[src/rtl/inst_prefetch_queue.sv]
// rtl/inst_prefetch_queue.sv - sequential instruction prefetcher with in-flight tracking and show-ahead queue
// Credit-based issue keeps queued plus in-flight reads within DEPTH, so the queue never overflows.
module inst_prefetch_queue #(
   parameter int unsigned DEPTH       = 4,
   parameter int unsigned MEM_LATENCY = 2,
   parameter logic [31:0] RESET_PC    = 32'h0000_0000
) (
   input  logic                     clk_in,
   input  logic                     rst_in,
   output logic                     imem_req,
   output logic [31:0]              imem_addr,
   input  logic [31:0]              imem_rdata,
   input  logic                     redirect_in,
   input  logic [31:0]              redirect_pc_in,
   input  logic                     deq_in,
   output logic                     out_valid,
   output logic [31:0]              out_pc,
   output logic [31:0]              out_inst,
   output logic [$clog2(DEPTH):0]   occupancy
);

   localparam int DEP   = int'(DEPTH);
   localparam int LAT   = int'(MEM_LATENCY);
   localparam int PTR_W = $clog2(DEPTH);
   localparam int OCC_W = PTR_W + 1;
   localparam int CNT_W = $clog2(DEPTH + MEM_LATENCY + 1) + 1;
   localparam logic [31:0] RESET_PC_AL = RESET_PC & 32'hFFFF_FFFC;

   logic [31:0]      fetch_pc;
   logic [LAT-1:0]   trk_valid;
   logic [31:0]      trk_pc [LAT];
   logic [31:0]      q_pc   [DEP];
   logic [31:0]      q_inst [DEP];
   logic [PTR_W-1:0] head;
   logic [PTR_W-1:0] tail;
   logic [PTR_W-1:0] head_next;
   logic [CNT_W-1:0] inflight_count;
   logic [CNT_W-1:0] credit_used;
   logic             pop;
   logic             enq;
   logic [31:0]      enq_pc;

   always_comb begin
      inflight_count = '0;
      for (int i = 0; i < LAT; i++) begin
         inflight_count = inflight_count + CNT_W'(trk_valid[i]);
      end
   end

   assign out_valid   = (occupancy != '0);
   assign pop         = deq_in && out_valid;
   assign enq         = trk_valid[LAT-1];
   assign enq_pc      = trk_pc[LAT-1];
   assign head_next   = head + PTR_W'(1);
   assign credit_used = CNT_W'(occupancy) - CNT_W'(pop) + inflight_count;

   // Gated by rst_in so the request is low while reset is held.
   assign imem_req  = !rst_in && !redirect_in && (credit_used < CNT_W'(DEPTH));
   assign imem_addr = imem_req ? fetch_pc : '0;

   always_ff @(posedge clk_in or posedge rst_in) begin
      if (rst_in) begin
         fetch_pc <= RESET_PC_AL;
      end else if (redirect_in) begin
         fetch_pc <= redirect_pc_in & 32'hFFFF_FFFC;
      end else if (imem_req) begin
         fetch_pc <= fetch_pc + 32'd4;
      end
   end

   always_ff @(posedge clk_in or posedge rst_in) begin
      if (rst_in) begin
         trk_valid <= '0;
         for (int i = 0; i < LAT; i++) begin
            trk_pc[i] <= '0;
         end
      end else if (redirect_in) begin
         trk_valid <= '0;
      end else begin
         trk_valid[0] <= imem_req;
         trk_pc[0]    <= imem_addr;
         for (int i = 1; i < LAT; i++) begin
            trk_valid[i] <= trk_valid[i-1];
            trk_pc[i]    <= trk_pc[i-1];
         end
      end
   end

   always_ff @(posedge clk_in) begin
      if (enq && !redirect_in) begin
         q_pc[tail]   <= enq_pc;
         q_inst[tail] <= imem_rdata;
      end
   end

   always_ff @(posedge clk_in or posedge rst_in) begin
      if (rst_in) begin
         head      <= '0;
         tail      <= '0;
         occupancy <= '0;
         out_pc    <= '0;
         out_inst  <= '0;
      end else if (redirect_in) begin
         head      <= '0;
         tail      <= '0;
         occupancy <= '0;
      end else begin
         if (enq) begin
            tail <= tail + PTR_W'(1);
         end
         if (pop) begin
            head <= head_next;
         end
         if (enq && !pop) begin
            occupancy <= occupancy + OCC_W'(1);
         end else if (!enq && pop) begin
            occupancy <= occupancy - OCC_W'(1);
         end
         // Head register tracks whichever entry becomes the new head; holds otherwise.
         if (pop) begin
            if (occupancy > OCC_W'(1)) begin
               out_pc   <= q_pc[head_next];
               out_inst <= q_inst[head_next];
            end else if (enq) begin
               out_pc   <= enq_pc;
               out_inst <= imem_rdata;
            end
         end else if (enq && (occupancy == '0)) begin
            out_pc   <= enq_pc;
            out_inst <= imem_rdata;
         end
      end
   end

endmodule
[config.mk]
export PLATFORM = sky130hd
export DESIGN_NAME = inst_prefetch_queue
export DESIGN_NICKNAME = d
export VERILOG_FILES = /design/src/rtl/inst_prefetch_queue.sv
export SDC_FILE = /design/constraint.sdc
export NUM_CORES = 1
export LEC_CHECK = 0
export ABC_AREA = 1
export BUFFER_PORTS_ARGS = -buffer_cell sky130_fd_sc_hd__buf_2
export CAP_MARGIN = 20
export CELL_PAD_IN_SITES_DETAIL_PLACEMENT = 0
export CELL_PAD_IN_SITES_GLOBAL_PLACEMENT = 1
export CORE_AREA = 2 2 190 229
export DETAILED_ROUTE_END_ITERATION = 6
export DIE_AREA = 0 0 192 231
export HOLD_SLACK_MARGIN = 0.05
export PLACE_DENSITY = 0.77
export SYNTH_ARGS = -nofsm -noshare
export SYNTH_HDL_FRONTEND = slang
export SYNTH_SLANG_ARGS = --single-unit
[constraint.sdc]
create_clock -name clk_in -period 6.03 [get_ports clk_in]
set_input_delay 0.9045 -clock clk_in [delete_from_list [all_inputs] [get_ports clk_in]]
set_output_delay 0.9045 -clock clk_in [all_outputs]
set_load 0.005 [all_outputs]
==> results of run 1 <==
## synthesized netlist by cell type (all sizes together), types with 2 or more instances
library cell  instances
nand4                 2
dfrtp               164
nor2                292
mux2i                 6
inv                 104
o21ai               250
clkbuf               46
edfxtp              252
buf                  44
ha                   14
a22oi                 7
o22ai                32
a21oi                61
nand2               362
o211ai                9
nand3                63
and2                  3
## per-layer routing
metal  part of all wire (%)  wire length, µm  global-route usage [%]
met5                  0.041               18                       0
met2                     49            21600                    34.8
met4                    2.3              999                    5.73
met3                    5.0             2190                    2.93
met1                     44            19200                    26.1
## tightest hold or removal path, cell delays in order (launching register included)
cell and delay (ps):
dfrtp_1 340, nand2_1 50, inv_1 50
## cell type report
type                    count  area, µm²
fillers                  3931      22200
repair buffers            184        971
clock inverters            15        114
clock buffers              62       1220
multi-input cells        1109       5060
inverters                 104        397
flip-flops and latches    416      11700
well taps                 552        691
## worst paths after layout
kind	cells after the start	start	endpoint	slack [ps]
setup / recovery	18	occupancy[1]	imem_req	1790
hold / removal	2	trk_pc[33]	trk_pc[33]	470
setup reg to reg	20	occupancy[1]	fetch_pc[9]	2450
hold reg to reg	2	trk_pc[33]	trk_pc[33]	470
max in group asynchronous	4	rst_in	head[1]	3860
min in group asynchronous	3	rst_in	fetch_pc[8]	720
## flip-flops by register name (all words and copies together) (netlist names)
register	cells
q_inst	128
q_pc	124
out_inst	32
enq_pc	31
out_pc	31
trk_pc	31
fetch_pc	30
occupancy	3
head	2
tail	2
trk_valid	2
## logic make-up (layout without fill, tap and decap cells)
group,count (synthesis),in the layout
flip-flops,416,416
AND/OR/NAND/NOR,723,723
multiplexers,7,7
other,1,2
buffers and inverters,194,365
adder cells (fa/ha/maj),14,14
XOR/XNOR,2,2
AO/OA/AOI/OAI,361,361
## metrics by stage
stage	cell area, µm²	std cells
6_report	20100	2442
5_1_grt	20100	2442
4_1_cts	20100	2442
3_5_place_dp	18800	2365
3_3_place_gp	18800	2365
2_1_floorplan	17500	1719
## power breakdown
part           total, mW  switching [mW]  leakage, nW  internal [mW]
sequential          3.83           0.345         4.45           3.49
clock               2.52            1.07        0.654           1.45
combinational       1.86            1.23         3.24          0.631
total               8.21            2.64         8.34           5.57
==> results.txt, run 1 <==
----------------------------------------------------
[Clocking]
  CTS Buffer Depth ... 3
  TritonCTS buffer count ... between 40 and 50
  Clock Latency Late Sink ... 540 ps
  PostCTS Resize Cnt ... 0
  Hold-fix buffers at CTS ... 0
  Clock Pin Slew Worst Setup and Hold Paths ... roughly 60 ps
  Clock tree from TritonCTS ... done
  Number of levels the H-tree was split into ... 2
  Post-CTS setup buffers ... 0
  Number of clock sinks ... 416
  Clock root buffer ... clkbuf_16

[Detailed routing]
  DRC violation count after routing ... 0
  Number of vias per cell after detailed routing ... between 5 and 6
  Count of nets left with antenna violations after detail routing ... 0
  Number of DRC markers in iteration 0 ... approximately 820
  Via count ... about 12k
  WL final ... approximately 44 mm
  Wire length per cell ... 18.0 µm
  Detailed Routing Iterations Pass 1 ... 7

[Synth]
  Most common flop cell mapped by yosys ... edfxtp_1
  Simple logic cell fraction of the synthesized area ... approximately 16%
  Yosys top cell by area ... edfxtp_1
  Area of the mapped netlist ... between 15000 and 20000 µm²
  Area fraction of the dominant cell type after synthesis ... 43.3%
  Multiplexer fraction of the synthesized cell area ... less than 1%
  Complex-gate fraction of the synthesized area ... between 10% and 20%
  Share of async-settable or async-resettable flops after synthesis ... 39.4%
  Dominant combinational cell family by area after synthesis ... simple AND/OR/NAND/NOR gates
  Synth warnings ... 0
  Number of instances in the synthesized netlist ... between 1.5k and 2k
  Biggest area contributors in the synthesized netlist ... edfxtp_1, dfrtp_1, nand2_1
  Xor-xnor portion of the synthesized cell area ... less than 1%
  Share of synthesized cell area in full adder, half adder and majority cells ... ~1%
  Average size of a mapped cell ... 10.2 µm²
  Yosys cell types ... 35
  Register bit count reported by yosys ... 416
  Share of synthesized area occupied by flip-flops and latches ... around 67%
  Number of flops mapped to enable cells by yosys ... roughly 250

[Worst setup path]
  Largest driver fanout on the critical path ... 36
  Required time of the critical path ... 5130 ps
  Worst path arrival time ... between 3000 and 4000 ps
  Crit path buffers/inverters ... 5
  Most used cell, CP ... nand2_1
  Slowest stage cell on the critical path ... dfrtp_1
  Kind of start point of the critical path ... flip-flop
  Largest incremental delay on the critical path ... about 420 ps
  Cell family with most CP delay ... buffers and inverters
  Cell-by-cell listing of the critical path ... inv_1 -> ha_1 -> nand2_2 -> nand2_4 -> inv_1 -> nand2_1 -> nand2_1 -> ha_1 -> nand2_1 -> nand2_1 -> nand2_1 -> nand2_1 -> nand2_1 -> nand2_1 -> nand3_2 -> buf_4 -> inv_1 -> buf_2
  Critical path class ... flip-flop to output port
  Crit end category ... output port

[STA]
  Worst clock skew on the final layout ... 13.2 ps
  Min setup slack post-route ... about 1800 ps
  Transition time of the tightest slew-check pin ... between 1000 and 1500 ps
  Worst hold slack after final layout ... 475 ps
  Final Max Slew Viols ... 0
  Unrepaired setup endpoints after global routing ... false
  Sum of negative setup slack ... 0 ps
  Final worst path period need ... 4240 ps
  Post-route clock period utilization ... between 70 and 80%
  Max Fclk ... approximately 240 MHz
  Final setup violation count ... 0
  Hold Vio Cnt, Final ... 0
  Rel. slew slack ... slightly below 30%

[Job]
  Maximum capacitance violations ... 0

[Global routing]
  Wire length of the first global-routing pass ... about 69 mm
  Via count of the first global-routing pass ... around 12k
  Initial antenna violation count ... 1
  Global route total overflow ... 0
  Pin count of the biggest net entering global routing ... 87
  Total GRT Usage ... 20.1%

[Place]
  DP Wirelength ... 25.7 mm
  Number of buffers inserted by port buffering ... around 160
  RD Place Congestion ... a little over 0.8
  Post-placement setup slack ... roughly 2200 ps

[Floorplan]
  Placeable Area ... about 42000 µm²
  Die Footprint ... 44400 µm²
  Die extent in x ... ~190 µm
  Number of core rows ... a little over 80
  Boundary Pins ... 169
  Chip height ... approximately 230 µm
  Effective utilization at floorplan ... between 40 and 50%

[Cells and area]
  End-of-flow core utilization ... between 40 and 50%
  Count of nets after finishing ... slightly below 2k
  Layout cells sized above 1 ... between 10% and 20%
  Most frequent standard cell in the layout excluding fill and tap cells ... nand2_1
  Highest-count cells in the layout ignoring fill and taps ... nand2_1, nor2_1, edfxtp_1
  Area Growth Syn to Fin ... 15.0%
  N_diodes ... 0

[Worst hold path]
  Hold Path Class ... flip-flop to flip-flop

[Run status]
  Result of the run ... completed

[Power and ir drop]
  Overall power after layout ... between 8 and 9 mW
  Areal power density over the cells ... approximately 410 nW/µm²
  Peak supply drop ... about 0.22 mV
  Static leakage ... 8.34 nW

----------------------------------------------------
Power figures use the tool's default switching activity.
==> run 2: changes to the inputs <==
==> config.mk (replaced) <==
export PLATFORM = sky130hd
export DESIGN_NAME = inst_prefetch_queue
export DESIGN_NICKNAME = d
export VERILOG_FILES = /design/src/rtl/inst_prefetch_queue.sv
export SDC_FILE = /design/constraint.sdc
export NUM_CORES = 1
export LEC_CHECK = 0
export ABC_AREA = 0
export BUFFER_PORTS_ARGS = -buffer_cell sky130_fd_sc_hd__buf_2
export CAP_MARGIN = 20
export CELL_PAD_IN_SITES_DETAIL_PLACEMENT = 0
export CELL_PAD_IN_SITES_GLOBAL_PLACEMENT = 1
export CORE_AREA = 2 2 171 207
export DETAILED_ROUTE_END_ITERATION = 6
export DIE_AREA = 0 0 173 209
export HOLD_SLACK_MARGIN = 0.05
export PLACE_DENSITY = 0.81
export SYNTH_ARGS = -nofsm -noshare
export SYNTH_HDL_FRONTEND = slang
export SYNTH_SLANG_ARGS = --single-unit
==> constraint.sdc (replaced) <==
create_clock -name clk_in -period 4.2 [get_ports clk_in]
set_input_delay 0.63 -clock clk_in [delete_from_list [all_inputs] [get_ports clk_in]]
set_output_delay 0.63 -clock clk_in [all_outputs]
set_load 0.005 [all_outputs]
==> run 2 against run 1 <==
Sequential cell count is the same. Die area shrank 18%. Largest power group unchanged. Clock power grew 49%. Critical path type unchanged. Clock skew grew 2.5 ps. Clock-buffer cell count shrank 8. Synthesized cell count shrank 38%.
==> results.txt, run 2 <==
----------------------------------------------------
[Run status]
  Result of the run ... completed

[Place]
  RD Place Congestion ... 0.802 (-2.1%)
  Post-placement cell count ... 1639 (-31%)
  DP Wirelength ... 19.8 mm (-23%)
  Number of buffers inserted by port buffering ... 164 (unchanged)

[Detailed routing]
  WL final ... 34.3 mm (-22%)
  Wire length per cell ... 19.9 µm (+11%)
  Number of DRC markers in iteration 0 ... 616 (-24%)
  Detailed Routing Iterations Pass 1 ... 4 (-3)
  Via count ... 9444 (-24%)
  Count of nets left with antenna violations after detail routing ... 0 (unchanged)
  Number of vias per cell after detailed routing ... 5.48 (+7.8%)
  DRC violation count after routing ... 0 (unchanged)

[Synth]
  Share of synthesized area occupied by flip-flops and latches ... 69.1% (+2.4 points)
  Average size of a mapped cell ... 15.9 µm² (+56%)
  Area fraction of the dominant cell type after synthesis ... 44.8% (+1.6 points)
  Most common library cells after synthesis ... edfxtp_1, dfrtp_1, nand2_1, o21ai_0, mux2i_1
  Yosys top cell by area ... edfxtp_1
  Number of flops mapped to enable cells by yosys ... 252 (unchanged)
  Area of the mapped netlist ... 16900 µm² (-3.5%)
  Synth warnings ... 0 (unchanged)
  Yosys cell types ... 54 (+54%)
  Biggest area contributors in the synthesized netlist ... edfxtp_1, dfrtp_1, mux4_2
  Share of async-settable or async-resettable flops after synthesis ... 39.4% (unchanged)
  Register bit count reported by yosys ... 416 (unchanged)
  Leading cell type by number of instances after synthesis ... edfxtp_1
  Most common flop cell mapped by yosys ... edfxtp_1
  Number of instances in the synthesized netlist ... 1064 (-38%)

[Power and ir drop]
  Combinational share of power ... 19.0% (-3.6 points)
  Static leakage ... 8.26 nW (-1.0%)
  Overall power after layout ... 11.5 mW (+40%)
  Net Sw Power ... 3.17 mW (+20%)
  Internal portion of total power ... 8.31 mW (+49%)
  Seq pwr share ... 48.3% (+1.6 points)
  Switching power as a share of total power ... 27.6% (-4.6 points)
  Part of the total power dissipated in the clock network ... 32.7% (+2.0 points)
  Peak supply drop ... 0.342 mV (+56%)
  Areal power density over the cells ... 582 nW/µm² (+43%)

[Cells and area]
  Layout cells sized above 1 ... 30.2% (+16 points)
  Count of nets after finishing ... 1309 (-32%)
  Highest-count cells in the layout ignoring fill and taps ... edfxtp_1, buf_2, dfrtp_1
  Area Growth Syn to Fin ... 16.9%
  Largest registers ... q_inst: 128 flops, q_pc: 124 flops, out_inst: 32 flops
  Non-filler instance count after layout ... 1722 (-29%)
  Max FFs per register ... 128 (unchanged)
  N_diodes ... 0 (unchanged)
  Most frequent standard cell in the layout excluding fill and tap cells ... edfxtp_1
  Register with the highest flop count ... q_inst

[Global routing]
  Wire length of the first global-routing pass ... 54.6 mm (-21%)
  Via count of the first global-routing pass ... 9853 (-19%)
  Pin count of the biggest net entering global routing ... 160 (+84%)
  Initial antenna violation count ... 0 (-1)
  Global route total overflow ... 0 (unchanged)
  Total GRT Usage ... 19.3% (-0.75 points)

[Floorplan]
  Die Footprint ... 36200 µm² (-18%)
  Boundary Pins ... 169 (unchanged)
  Number of core rows ... 75 (-9.6%)
  Chip height ... 209 µm (-9.5%)
  Placeable Area ... 34300 µm² (-19%)
  Die extent in x ... 173 µm (-9.9%)
  Effective utilization at floorplan ... 49.1% (+7.9 points)

[STA]
  Worst clock skew on the final layout ... 15.7 ps (+2.46 ps)
  Rel. slew slack ... 30.5% (+1.2 points)
  Hold Vio Cnt, Final ... 0 (unchanged)
  Max Fclk ... between 200 and 250 MHz
  Transition time of the tightest slew-check pin ... 1040 ps (-17.7 ps)
  Post-route clock period utilization ... a little over nine tenths
  Unrepaired setup endpoints after global routing ... true
  Final Max Slew Viols ... 0 (unchanged)
  Final setup violation count ... 0 (unchanged)
  Final worst path period need ... ~4000 ps

[Worst setup path]
  Kind of start point of the critical path ... flip-flop
  Crit end category ... output port
  Critical path class ... flip-flop to output port
  Required time of the critical path ... 3570 ps (-1560 ps)
  Largest driver fanout on the critical path ... 14 (-61%)
  Worst path arrival time ... 3380 ps (+50 ps)

[Worst hold path]
  Hold Path Class ... input pin to asynchronous set/reset pin

[Clocking]
  Number of levels the H-tree was split into ... 2 (unchanged)
  Hold-fix buffers at CTS ... 0 (unchanged)
  TritonCTS buffer count ... 41 (-2.4%)
  Clock Latency Late Sink ... 540 ps (about the same)
  Number of clock sinks ... 416 (unchanged)
  Clock tree from TritonCTS ... done
  Clock Pin Slew Worst Setup and Hold Paths ... 60 ps (about the same)
  Clock root buffer ... clkbuf_16
  CTS Buffer Depth ... 3 (unchanged)

[Job]
  Maximum capacitance violations ... 0 (unchanged)

----------------------------------------------------
[run 2: cell types whose count changed after synthesis, moves of 17 or more]
| cell | delta |
|---|---|
| nand3_1 | -49 |
| nand2_1 | -260 |
| o21ai_0 | -113 |
| nor2_1 | -264 |
| mux2i_1 | +62 |
| a21oi_1 | -57 |
| mux4_2 | +63 |
| a21o_1 | +30 |
| mux2_2 | +31 |
| buf_2 | -17 |
| and2_1 | +32 |
| o22ai_1 | -32 |
| inv_1 | -89 |
| o21ai_1 | -54 |
[run 2: area by class of cell]
type | count | area [µm²]
multi-input cells | 576 | 5030
well taps | 462 | 578
inverters | 10 | 43.8
fillers | 2746 | 14600
repair buffers | 182 | 1020
flip-flops and latches | 416 | 11700
clock buffers | 54 | 1140
clock inverters | 22 | 243
[run 2: kinds of logic after synthesis]
logic type / after synthesis / synth area share (%)
flip-flops: 416 / 69.1
AND/OR/NAND/NOR: 217 / 6.32
adder cells (fa/ha/maj): 14 / 1.04
XOR/XNOR: 22 / 1.14
buffers and inverters: 73 / 1.82
multiplexers: 163 / 14.6
other: 1 / 0.0222
AO/OA/AOI/OAI: 158 / 5.93
[run 2: path summary, 6_finish.rpt]
kind	startpoint	endpoint	slack, ps	cells after the start
max in group asynchronous	rst_in	head[1]	2770	3
hold / removal	rst_in	fetch_pc[20]	190	2
min in group clk_in	redirect_pc_in[4]	fetch_pc[4]	300	3
hold reg to reg	out_inst[26]	out_inst[26]	470	2
setup / recovery	occupancy[1]	imem_addr[18]	190	13
setup reg to reg	occupancy[1]	fetch_pc[14]	750	13
[run 2: stage by stage]
step | area [µm²] | worst slack, ps | TNS, ps | hold WS [ps] | util, %
after floorplan | 16900 | -124 | -243 | 446 | -
after global placement | 18200 | 363 | 0 | 455 | 53.0
after CTS | 19600 | 2.61 | 0 | 156 | 57.2
final | 19700 | 190 | 0 | 189 | 57.5
after global routing | 19700 | -20.6 | -64.9 | 180 | 57.5
after detailed placement | 18200 | 280 | 0 | 464 | 53.0
[run 2: repair_timing]
item                       4_1_cts  5_1_grt
pin swaps                        2        2
setup endpoints to repair       31       29
buffers inserted                 4        2
gates resized for setup         10       22
cloned                           1        0
[run 2: worst max-delay path, cell delays in order (launching register included)]
cell and delay [ps]:
dfrtp_1 390, inv_4 70, ha_1 180, nor2b_4 140, inv_2 80, nand2_1 60, or2_2 310, ha_4 310
nand3_4 90, a211o_1 330, a211oi_2 270, buf_4 290, and2_1 190, buf_2 130
[run 2: per-layer routing]
metal	GRT usage (%)	part of all wire [%]	vias up
met5	0	0	-
met4	6.58	2.8	0
met3	3.11	4.4	72
met2	32.2	49	258
met1	26.1	44	4729
li1	-	-	4385
[run 2: power groups by stage]
stage	clock network, mW	registers [mW]	logic (mW)
after floorplan	0	5.37	1.44
after global placement	0	5.60	2.01
after detailed placement	0	5.64	2.05
after CTS	3.83	5.56	2.13
after global routing	3.98	5.64	2.42
final	3.75	5.55	2.18
==> run 3: changes to the inputs <==
--- a/config.mk
+++ b/config.mk
@@ -10,9 +10,9 @@
 export CAP_MARGIN = 20
 export CELL_PAD_IN_SITES_DETAIL_PLACEMENT = 0
 export CELL_PAD_IN_SITES_GLOBAL_PLACEMENT = 1
-export CORE_AREA = 2 2 171 207
+export CORE_AREA = 2 2 142 249
 export DETAILED_ROUTE_END_ITERATION = 6
-export DIE_AREA = 0 0 173 209
+export DIE_AREA = 0 0 144 251
 export HOLD_SLACK_MARGIN = 0.05
 export PLACE_DENSITY = 0.81
 export SYNTH_ARGS = -nofsm -noshare
==> run 3 against run 2 <==
Clock skew down 6.3 ps. Critical path type unchanged. Non-clock buffer count grew 3. Largest power group unchanged. Clock-buffer cell count is 2 higher. Wire length up 2.2%. Worst hold slack gained 53 ps. Global-route usage rose by 0.66 points. Sequential power is 1% lower. Sequential cell count is the same. Register-to-register slack worse by 50 ps. Cell area down 0.77%. Critical path depth did not move. Largest cell class unchanged.
==> results.txt, run 3 (same netlist as run 2, synthesis figures left out) <==
----------------------------------------------------
[Global routing]
  Global route total overflow ... 0 (unchanged)
  Initial antenna violation count ... 1 (+1)
  Pin count of the biggest net entering global routing ... 127 (-21%)
  Wire length of the first global-routing pass ... 54.9 mm (+0.47%)
  Total GRT Usage ... 20.0% (+0.66 points)
  Via count of the first global-routing pass ... 9714 (-1.4%)

[STA]
  Post-route clock period utilization ... 97.4% (+1.9 points)
  Final Max Slew Viols ... 0 (unchanged)
  Hold Vio Cnt, Final ... 0 (unchanged)
  Sum of negative setup slack ... 0 ps (unchanged)
  Worst clock skew on the final layout ... 9.32 ps (-6.33 ps)
  Final setup violation count ... 0 (unchanged)
  Unrepaired setup endpoints after global routing ... true
  Final worst path period need ... 4090 ps (+79.0 ps)
  Rel. slew slack ... 31.4% (+0.90 points)
  Transition time of the tightest slew-check pin ... 1030 ps (-13.5 ps)
  Max Fclk ... 245 MHz (-1.9%)

[Place]
  DP Wirelength ... 21.3 mm (+7.4%)
  Number of buffers inserted by port buffering ... 164 (unchanged)
  RD Place Congestion ... 0.823 (+2.6%)

[Detailed routing]
  Wire length per cell ... 20.4 µm (+2.4%)
  Number of DRC markers in iteration 0 ... 479 (-22%)
  WL final ... 35.1 mm (+2.2%)
  Count of nets left with antenna violations after detail routing ... 0 (unchanged)
  DRC violation count after routing ... 0 (unchanged)
  Via count ... 9368 (-0.80%)
  Detailed Routing Iterations Pass 1 ... 5 (+1)
  Number of vias per cell after detailed routing ... 5.45 (-0.57%)

[Power and ir drop]
  Seq pwr share ... 49.0% (+0.7 points)
  Peak supply drop ... 0.459 mV (+34%)
  Switching power as a share of total power ... 28.0% (+0.32 points)
  Static leakage ... 8.20 nW (-0.69%)
  Internal portion of total power ... 8.05 mW (-3.2%)
  Net Sw Power ... 3.12 mW (-1.6%)
  Combinational share of power ... 19.9% (+0.9 points)
  Areal power density over the cells ... 570 nW/µm² (-2.0%)
  Part of the total power dissipated in the clock network ... 31.1% (-1.6 points)

[Run status]
  Result of the run ... completed

[Cells and area]
  Highest-count cells in the layout ignoring fill and taps ... edfxtp_1, buf_2, dfrtp_1
  Layout cells sized above 1 ... 29.0% (-1.2 points)
  Area Growth Syn to Fin ... 16.0%
  Max FFs per register ... 128 (unchanged)
  End-of-flow core utilization ... 57.4% (-0.068 points)
  Largest registers ... q_inst: 128 flops, q_pc: 124 flops, out_inst: 32 flops
  Count of nets after finishing ... 1310 (+0.076%)
  Register with the highest flop count ... q_inst
  Most frequent standard cell in the layout excluding fill and tap cells ... edfxtp_1

[Floorplan]
  Boundary Pins ... 169 (unchanged)
  Die Footprint ... 36100 µm² (about the same)
  Placeable Area ... 34100 µm² (-0.66%)
  Number of core rows ... 90 (+20%)
  Chip height ... 251 µm (+20%)
  Die extent in x ... 144 µm (-17%)
  Effective utilization at floorplan ... 49.5% (+0.32 points)

[Worst setup path]
  Largest incremental delay on the critical path ... 390 ps (about the same)
  Worst path arrival time ... 3460 ps (+80 ps)
  R2r endpoint ... fetch_pc[22]
  Required time of the critical path ... 3570 ps (about the same)
  Crit path buffers/inverters ... 4 (unchanged)
  Critical path class ... flip-flop to output port
  Crit end category ... output port
  Cell family with most CP delay ... simple AND/OR/NAND/NOR gates
  Setup slack of the worst register-to-register path ... 700 ps (-50 ps)
  Kind of start point of the critical path ... flip-flop
  Largest driver fanout on the critical path ... 15 (+1)
  Cell-by-cell listing of the critical path ... inv_4 -> ha_1 -> nor2b_4 -> inv_1 -> nand2_1 -> or2_2 -> ha_4 -> nand3_2 -> a211o_1 -> a211oi_4 -> buf_6 -> and2_1 -> buf_2
  Reg-to-Reg Start ... occupancy[1]
  Number of cells on the worst reg-to-reg path ... 14 (+1)
  Slowest stage cell on the critical path ... dfrtp_1

[Clocking]
  CTS Buffer Depth ... 3 (unchanged)
  TritonCTS buffer count ... 39 (-4.9%)
  Clock root buffer ... clkbuf_16
  Number of clock sinks ... 416 (unchanged)
  Number of levels the H-tree was split into ... 2 (unchanged)
  Clock Pin Slew Worst Setup and Hold Paths ... 60 ps (about the same)
  Clock Latency Late Sink ... 530 ps (about the same)
  Hold-fix buffers at CTS ... 0 (unchanged)
  Clock tree from TritonCTS ... done

[Job]
  Maximum capacitance violations ... 0 (unchanged)

[Worst hold path]
  Hold Path Class ... input pin to asynchronous set/reset pin

----------------------------------------------------
## run 3: cell types whose count changed in the layout (fill, tap and decap cells not counted), moves of 2 or more
| cell | before | now |
|---|---|---|
| and2_1 | 16 | 28 |
| and2_4 | 19 | 7 |
| buf_12 | 5 | 2 |
| buf_4 | 14 | 18 |
| buf_6 | 0 | 2 |
| bufinv_16 | 5 | 1 |
| clkbuf_1 | 9 | 6 |
| clkbuf_16 | 43 | 40 |
| clkbuf_8 | 2 | 10 |
| clkinv_2 | 10 | 3 |
| clkinv_4 | 0 | 5 |
| clkinvlp_4 | 4 | 1 |
## run 3: cell type report
| class | count | area [µm²] |
|---|---|---|
| inverter | 10 | 43.8 |
| sequential | 416 | 11700 |
| timing repair buffer | 185 | 1010 |
| tap | 460 | 576 |
| multi-input combinational | 576 | 5000 |
| fill | 2713 | 14500 |
| clock buffer | 56 | 1160 |
| antenna | 1 | 2.50 |
| clock inverter | 14 | 113 |
## run 3: through the flow
step	hold slack, ps	power [mW]	cell area, µm²	worst slack, ps	cells
global route	243	11.7	19600	-31.2	1718
CTS	220	11.3	19600	56.1	1718
finish	242	11.2	19600	111	1718
global placement	455	7.64	18200	378	1644
floorplan	446	6.81	16900	-124	1065
detailed placement	465	7.72	18200	274	1644
## run 3: how the worst max path moves through the flow
stage | from | end | slack (ps) | cells after the start
6_report | occupancy[1] | imem_addr[3] | 110 | 13
2_1_floorplan | rst_in | imem_addr[27] | -120 | 3
3_3_place_gp | occupancy[0] | fetch_pc[14] | 380 | 12
3_5_place_dp | occupancy[0] | fetch_pc[22] | 270 | 12
5_1_grt | occupancy[1] | imem_addr[13] | -30 | 13
4_1_cts | occupancy[1] | imem_addr[16] | 60 | 14
## run 3: power by group through the flow
| stage | logic (mW) | registers, mW | clock network [mW] |
|---|---|---|---|
| finish | 2.22 | 5.47 | 3.48 |
| global route | 2.47 | 5.56 | 3.71 |
| CTS | 2.25 | 5.48 | 3.58 |
| detailed placement | 2.16 | 5.57 | 0 |
| global placement | 2.11 | 5.52 | 0 |
| floorplan | 1.44 | 5.37 | 0 |
## run 3: what timing repair did
action,CTS,global route
buffers inserted,3,0
gates resized for setup,11,6
gates cloned,1,0
pin swaps,1,1
endpoints found under the setup margin,31,28
## run 3: metal layers
layer | wire length (µm) | GRT usage (%) | vias to the layer above
met2 | 19000 | 35.9 | 200
met4 | 942 | 6.69 | 0
met5 | 0 | 0 | -
met3 | 1270 | 2.55 | 57
li1 | - | - | 4358
met1 | 13900 | 24.7 | 4753
